--- src/rtl/mem_dma.sv ---
// mem_dma: byte-wide DMA requester for the 64 KiB CPU memory port.
// Copies src->dst (ascending, one byte per RD/WR pair) or fills dst with a
// constant. The port is taken from the CPU with a bus_req/bus_gnt handshake.
// Ports:
//   clk, reset_n                 clock, async active-low reset
//   start, mode, src_addr,
//   dst_addr, length, fill_data  operands, latched on start while idle
//   busy, done                   transfer in progress / 1-cycle completion
//   bus_req, bus_gnt             memory port ownership handshake
//   mw, addr, mem_wdata          memory command, address and write data
//   mem_rdata                    registered read data from memory

package mem_dma_pkg;
  localparam int unsigned ADDR_W = 16;
  localparam int unsigned DATA_W = 8;
  localparam int unsigned LEN_W  = 16;

  typedef logic [ADDR_W-1:0] addr_t;
  typedef logic [DATA_W-1:0] data_t;
  typedef enum logic {MW_READ = 1'b0, MW_WRITE = 1'b1} mw_t;
endpackage

module mem_dma
  import mem_dma_pkg::*;
#(
  parameter int unsigned READ_LATENCY = 1
) (
  input  logic             clk,
  input  logic             reset_n,
  input  logic             start,
  input  logic             mode,
  input  addr_t            src_addr,
  input  addr_t            dst_addr,
  input  logic [LEN_W-1:0] length,
  input  data_t            fill_data,
  output logic             busy,
  output logic             done,
  output logic             bus_req,
  input  logic             bus_gnt,
  output mw_t              mw,
  output addr_t            addr,
  output data_t            mem_wdata,
  input  data_t            mem_rdata
);

  // Last WAIT count value; only reachable when READ_LATENCY > 1.
  localparam int unsigned WAIT_LAST = (READ_LATENCY > 1) ? READ_LATENCY - 2 : 0;

  typedef enum logic [2:0] {
    S_IDLE = 3'd0,
    S_REQ  = 3'd1,
    S_RD   = 3'd2,
    S_WAIT = 3'd3,
    S_WR   = 3'd4,
    S_FIN  = 3'd5
  } state_t;

  state_t           r_state, w_next;
  logic [LEN_W-1:0] r_i, w_i;
  logic [LEN_W-1:0] r_wcnt, w_wcnt;
  logic [LEN_W-1:0] r_len, w_len;
  addr_t            r_src, w_src;
  addr_t            r_dst, w_dst;
  data_t            r_fill, w_fill;
  logic             r_mode, w_mode;
  logic             r_busy, r_done, r_bus_req;
  logic [LEN_W-1:0] w_i_inc;
  logic             w_active;

  assign w_i_inc = r_i + LEN_W'(1);

  // State, operand and counter registers; status outputs registered from next state.
  always_ff @(posedge clk or negedge reset_n) begin
    if (!reset_n) begin
      r_state   <= S_IDLE;
      r_i       <= '0;
      r_wcnt    <= '0;
      r_len     <= '0;
      r_src     <= '0;
      r_dst     <= '0;
      r_fill    <= '0;
      r_mode    <= 1'b0;
      r_busy    <= 1'b0;
      r_done    <= 1'b0;
      r_bus_req <= 1'b0;
    end else begin
      r_state   <= w_next;
      r_i       <= w_i;
      r_wcnt    <= w_wcnt;
      r_len     <= w_len;
      r_src     <= w_src;
      r_dst     <= w_dst;
      r_fill    <= w_fill;
      r_mode    <= w_mode;
      r_busy    <= w_active;
      r_done    <= (w_next == S_FIN);
      r_bus_req <= w_active;
    end
  end

  // Next-state, counters and operand latch.
  always_comb begin
    w_next = r_state;
    w_i    = r_i;
    w_wcnt = r_wcnt;
    w_len  = r_len;
    w_src  = r_src;
    w_dst  = r_dst;
    w_fill = r_fill;
    w_mode = r_mode;
    unique case (r_state)
      S_IDLE: begin
        if (start) begin
          w_len  = length;
          w_src  = src_addr;
          w_dst  = dst_addr;
          w_fill = fill_data;
          w_mode = mode;
          w_i    = '0;
          w_next = (length == '0) ? S_FIN : S_REQ;
        end
      end
      S_REQ: begin
        if (bus_gnt) w_next = r_mode ? S_WR : S_RD;
      end
      S_RD: begin
        if (!bus_gnt) begin
          w_next = S_REQ;
        end else begin
          w_wcnt = '0;
          w_next = (READ_LATENCY > 1) ? S_WAIT : S_WR;
        end
      end
      S_WAIT: begin
        if (!bus_gnt) begin
          w_next = S_REQ;
        end else if (r_wcnt == LEN_W'(WAIT_LAST)) begin
          w_next = S_WR;
        end else begin
          w_wcnt = r_wcnt + LEN_W'(1);
        end
      end
      S_WR: begin
        // A lost grant leaves i untouched so the same byte restarts.
        if (!bus_gnt) begin
          w_next = S_REQ;
        end else begin
          w_i    = w_i_inc;
          w_next = (w_i_inc == r_len) ? S_FIN : (r_mode ? S_WR : S_RD);
        end
      end
      S_FIN:   w_next = S_IDLE;
      default: w_next = S_IDLE;
    endcase
  end

  assign w_active = (w_next == S_REQ) || (w_next == S_RD) ||
                    (w_next == S_WAIT) || (w_next == S_WR);

  // Memory command decoded from state; gated by the live grant and copy
  // data passed straight from mem_rdata, so these cannot be registered.
  always_comb begin
    mw        = MW_READ;
    addr      = '0;
    mem_wdata = '0;
    if (bus_gnt) begin
      unique case (r_state)
        S_RD, S_WAIT: addr = r_src + r_i;
        S_WR: begin
          mw        = MW_WRITE;
          addr      = r_dst + r_i;
          mem_wdata = r_mode ? r_fill : mem_rdata;
        end
        default: ;
      endcase
    end
  end

  assign busy    = r_busy;
  assign done    = r_done;
  assign bus_req = r_bus_req;

endmodule

--- config.mk ---
export PLATFORM = sky130hd
export DESIGN_NAME = mem_dma
export DESIGN_NICKNAME = d
export VERILOG_FILES = /design/src/rtl/mem_dma.sv
export SDC_FILE = /design/constraint.sdc
export NUM_CORES = 1
export LEC_CHECK = 0
export CAP_MARGIN = 20
export CELL_PAD_IN_SITES_DETAIL_PLACEMENT = 1
export CELL_PAD_IN_SITES_GLOBAL_PLACEMENT = 1
export CORE_MARGIN = 4
export CORE_UTILIZATION = 42
export DETAILED_ROUTE_END_ITERATION = 12
export PLACE_DENSITY = 0.83
export SYNTH_ARGS = -nofsm -noshare
export SYNTH_HDL_FRONTEND = slang
export SYNTH_SLANG_ARGS = --single-unit
--- constraint.sdc ---
create_clock -name clk -period 4.8 [get_ports clk]
set_input_delay 0.48 -clock clk [delete_from_list [all_inputs] [get_ports clk]]
set_output_delay 0.48 -clock clk [all_outputs]
set_load 0.1 [all_outputs]
==> results by group <==
Status
  • Status: finished, final reports clean

Worst setup path
  • Worst Setup EP: addr[13]
  • Most common cell on crit path: a21o_1
  • Setup CP Type: reg -> out
  • Critical Path AT: a little over 4 ns
  • R2R depth: 9
  • Worst Path Max Fanout: 9
  • Crit start category: register
  • FF-to-FF End: done
  • Reg-to-Reg Start: r_i[0]
  • Cell depth of the worst setup path: 13
  • Req. time, crit path: roughly 4.3 ns
  • CP endpoint kind: output port
  • Cells along the critical path: nor2_2 > and2_4 > mux2_2 > ha_1 > a21o_1 > a21o_1 > a2111oi_1 > or3_1 > a21boi_2 > nor3_1 > o21ai_0 > a21oi_2 > buf_12
  • Worst setup path startpoint: r_state[1]
  • Slowest stage delay, CP: ~0.57 ns
  • Crit-path slowest cell: a2111oi_1
  • Reg-to-reg setup timing slack: around 1.8 ns
  • CP bufs+invs: 1
  • Cell family contributing the most delay on the critical path: compound AO/OA/AOI/OAI gates

Placed design
  • Routability cong.: approximately 0.84
  • Dpl ws: between 0.3 and 0.4 ns
  • I/O Buffers: 96
  • DP HPWL: between 10000 and 15000 um

Pwr
  • Peak VDD IR: approximately 0.26 mV
  • Clock power frac: between 15 and 20%
  • Switching pwr: between 1500 and 2000 uW
  • PD cells: between 500 and 600 nW/um^2
  • Static leakage: between 0.003 and 0.004 uW
  • Combinational share of power: between 40% and 50%
  • Internal Dissipation: 2260 uW
  • Total power: a little under 4000 uW
  • Sequential Power Share: roughly a third
  • Sw Share: between 40% and 50%

Cells and area
  • Fillers: 1402
  • Layout cells sized above 1: between 20 and 25%
  • Inserted Diodes: 0
  • Syn-to-layout area delta: 26.7%
  • Fin nets: 722
  • Final Util: between 50% and 60%

Route
  • TritonRoute pass-1 iters: 4
  • WL final: 15300 um
  • Via count: 4539
  • Wire per inst: between 15 and 20 um
  • First DRT Iteration DRCs: between 200 and 250
  • Vias per inst: 5.60
  • Residual DRC: 0
  • Antenna Nets Post-Route: 0

GRT
  • First-pass GRT wire length: approximately 25000 um
  • Initial antenna violation count: 0
  • Largest net degree at the start of global routing: between 50 and 60
  • Tot GR Track Use: a little over a fifth
  • GRT overflow: 0
  • Vias in the first global route: around 5000

Yosys
  • Area of the mapped netlist: between 5000 and 6000 sq um
  • Most used DFF post-synth: dfrtp_1
  • Post-synth EDFFs: 0
  • Synth area leaders: dfrtp_1 42%, mux2_2 15%, ha_1 4.0%, o21ai_0 4.0%, xor2_1 3.9%
  • Post-synth top area share: 42.2%
  • #FFs+latches synth: 94
  • Syn nets: 633
  • Most common cell in the netlist: dfrtp_1
  • Synth warnings: 0
  • Post-synth ARST share: between 90% and 100%
  • Post-synthesis instance total: approximately 550
  • Post-synth top area cell: dfrtp_1
  • Mean Syn Cell Area: just over 10 sq um
  • Post-synth top cells: 94 x dfrtp_1, 72 x mux2_2, 55 x nor2_1
  • Seq/Total Area, Yosys: ~42%
  • Synth unique cells: 57

Die
  • Initial core utilization: a little over two fifths
  • Core Area: approximately 13000 sq um
  • Die outline height: around 120 um
  • Die width: between 100 and 150 um
  • I/O pins: a little under 100
  • Rows: 41
  • Die Area: around 15000 sq um

STA
  • Worst slew margin: between 30% and 40%
  • Sum Neg Setup Slack: 0 ns
  • Post-layout minimum cycle time: between 4 and 5 ns
  • Slew Viols, Final: 0
  • Final period utilization: 94.6%
  • Maximum operating frequency: 0.220 GHz
  • Final Setup Violations: 0
  • Worst-Margin Slew: 0.978 ns
  • Final hold violations: 0
  • Clock skew: 0.00708 ns
  • Fin worst setup slack: approximately 0.26 ns

Clock network
  • Clock sinks: 94
  • Clock latency on the worst-skew pair: between 0.3 and 0.4 ns
  • Htree depth: 3
  • Inserted Clock Buffers: 9
  • CTS tree: yes
  • Post-CTS setup buffer count: 0
  • CTS Buffer Depth: 2
  • CTS clk-pin slew, worst paths: around 0.070 ns
  • CTS root buf: clkbuf_16

Worst hold path
  • Worst Hold Class: in -> async

Flow run
  • Max Cap Viol: 0
-- final cells by class --
class                      instances  area [sq um]  area share, %
multi-input combinational        415          3100           43.9
clock buffer                      10           229           3.24
inverter                          12          45.0          0.638
sequential                        94          2350           33.3
timing repair buffer             102          1070           15.2
tap                              172           215           3.05
clock inverter                     6          46.3          0.656
-- kinds of logic (layout without fill, tap and decap cells) --
logic type / count (synthesis) / after routing / synth area share, %
flops: 94 / 94 / 42.2
xor+xnor: 42 / 42 / 6.60
simple gates: 172 / 172 / 16.3
mux: 84 / 84 / 16.7
compound gates: 98 / 98 / 11.0
fa+ha+maj: 19 / 19 / 4.40
buf+inv: 36 / 130 / 2.81
-- what timing repair did --
| action | 4_1_cts | 5_1_grt |
|---|---|---|
| resized for setup | 1 | 5 |
| endpoints found under the setup margin | 1 | 2 |
| gates cloned | 0 | 0 |
| hold buffers | 0 | 0 |
| pin swaps | 0 | 0 |
-- metal layers --
metal  share of wire (%)  wire (um)  global-route usage [%]  vias to the layer above
met5                   0          0                       0                        -
met1                  44       6720                    26.8                     2258
met4                 2.6        393                    8.93                        0
met3                 4.5        688                    3.66                       23
met2                  49       7470                    35.3                      121
li1                    -          -                       -                     2137
-- how the worst min path moves through the flow --
stage | from | end | slack, ns
2_1_floorplan | reset_n | bus_req | 0.18
3_5_place_dp | r_dst[7] | r_dst[7] | 0.49
5_1_grt | reset_n | r_src[0] | 0.16
4_1_cts | reset_n | r_src[0] | 0.14
3_3_place_gp | r_src[10] | r_src[10] | 0.49
6_report | reset_n | r_src[0] | 0.13
-- layout by cell type, fill, tap and decap left out, types with 3 or more instances in the layout --
master and count:
dfrtp_1 94, mux2_2 72, clkdlybuf4s50_1 70, nor2_1 54, o21ai_0 43, nand2_1 35, xor2_1 25, buf_4 21
ha_1 18, xnor2_1 17, nand3_1 15, a21oi_1 14, inv_1 12, mux2i_1 11, nor4_1 10, buf_12 10
clkbuf_16 9, nand4_1 8, and3_1 7, nor3_1 6, a21o_1 6, or3_1 5, o31ai_1 5, and2_1 4
nor2b_1 4, o21a_1 4, a31oi_1 3, a21boi_0 3, nor3_2 3
-- sequential cells by signal (all words and copies together), names as in the netlist, 3 cells and up --
signal   cells
r_fill       8
r_wcnt      16
r_len       16
r_dst       16
r_i         16
r_src       16
r_state      3
-- power groups by stage --
stage          Clock (uW)  Sequential [uW]  Combinational [uW]
2_1_floorplan           0             1250                1410
3_3_place_gp            0             1300                1770
3_5_place_dp            0             1320                1860
4_1_cts               697             1310                1880
5_1_grt               727             1340                2030
6_report              678             1300                1870
-- stage by stage --
step	std cells	cell area [sq um]	hold slack, ns
2_1_floorplan	545	5600	0.184
3_3_place_gp	794	6760	0.488
3_5_place_dp	794	6760	0.493
4_1_cts	810	7040	0.137
5_1_grt	811	7060	0.159
6_report	811	7060	0.128
(Power assumes the default switching activity.)
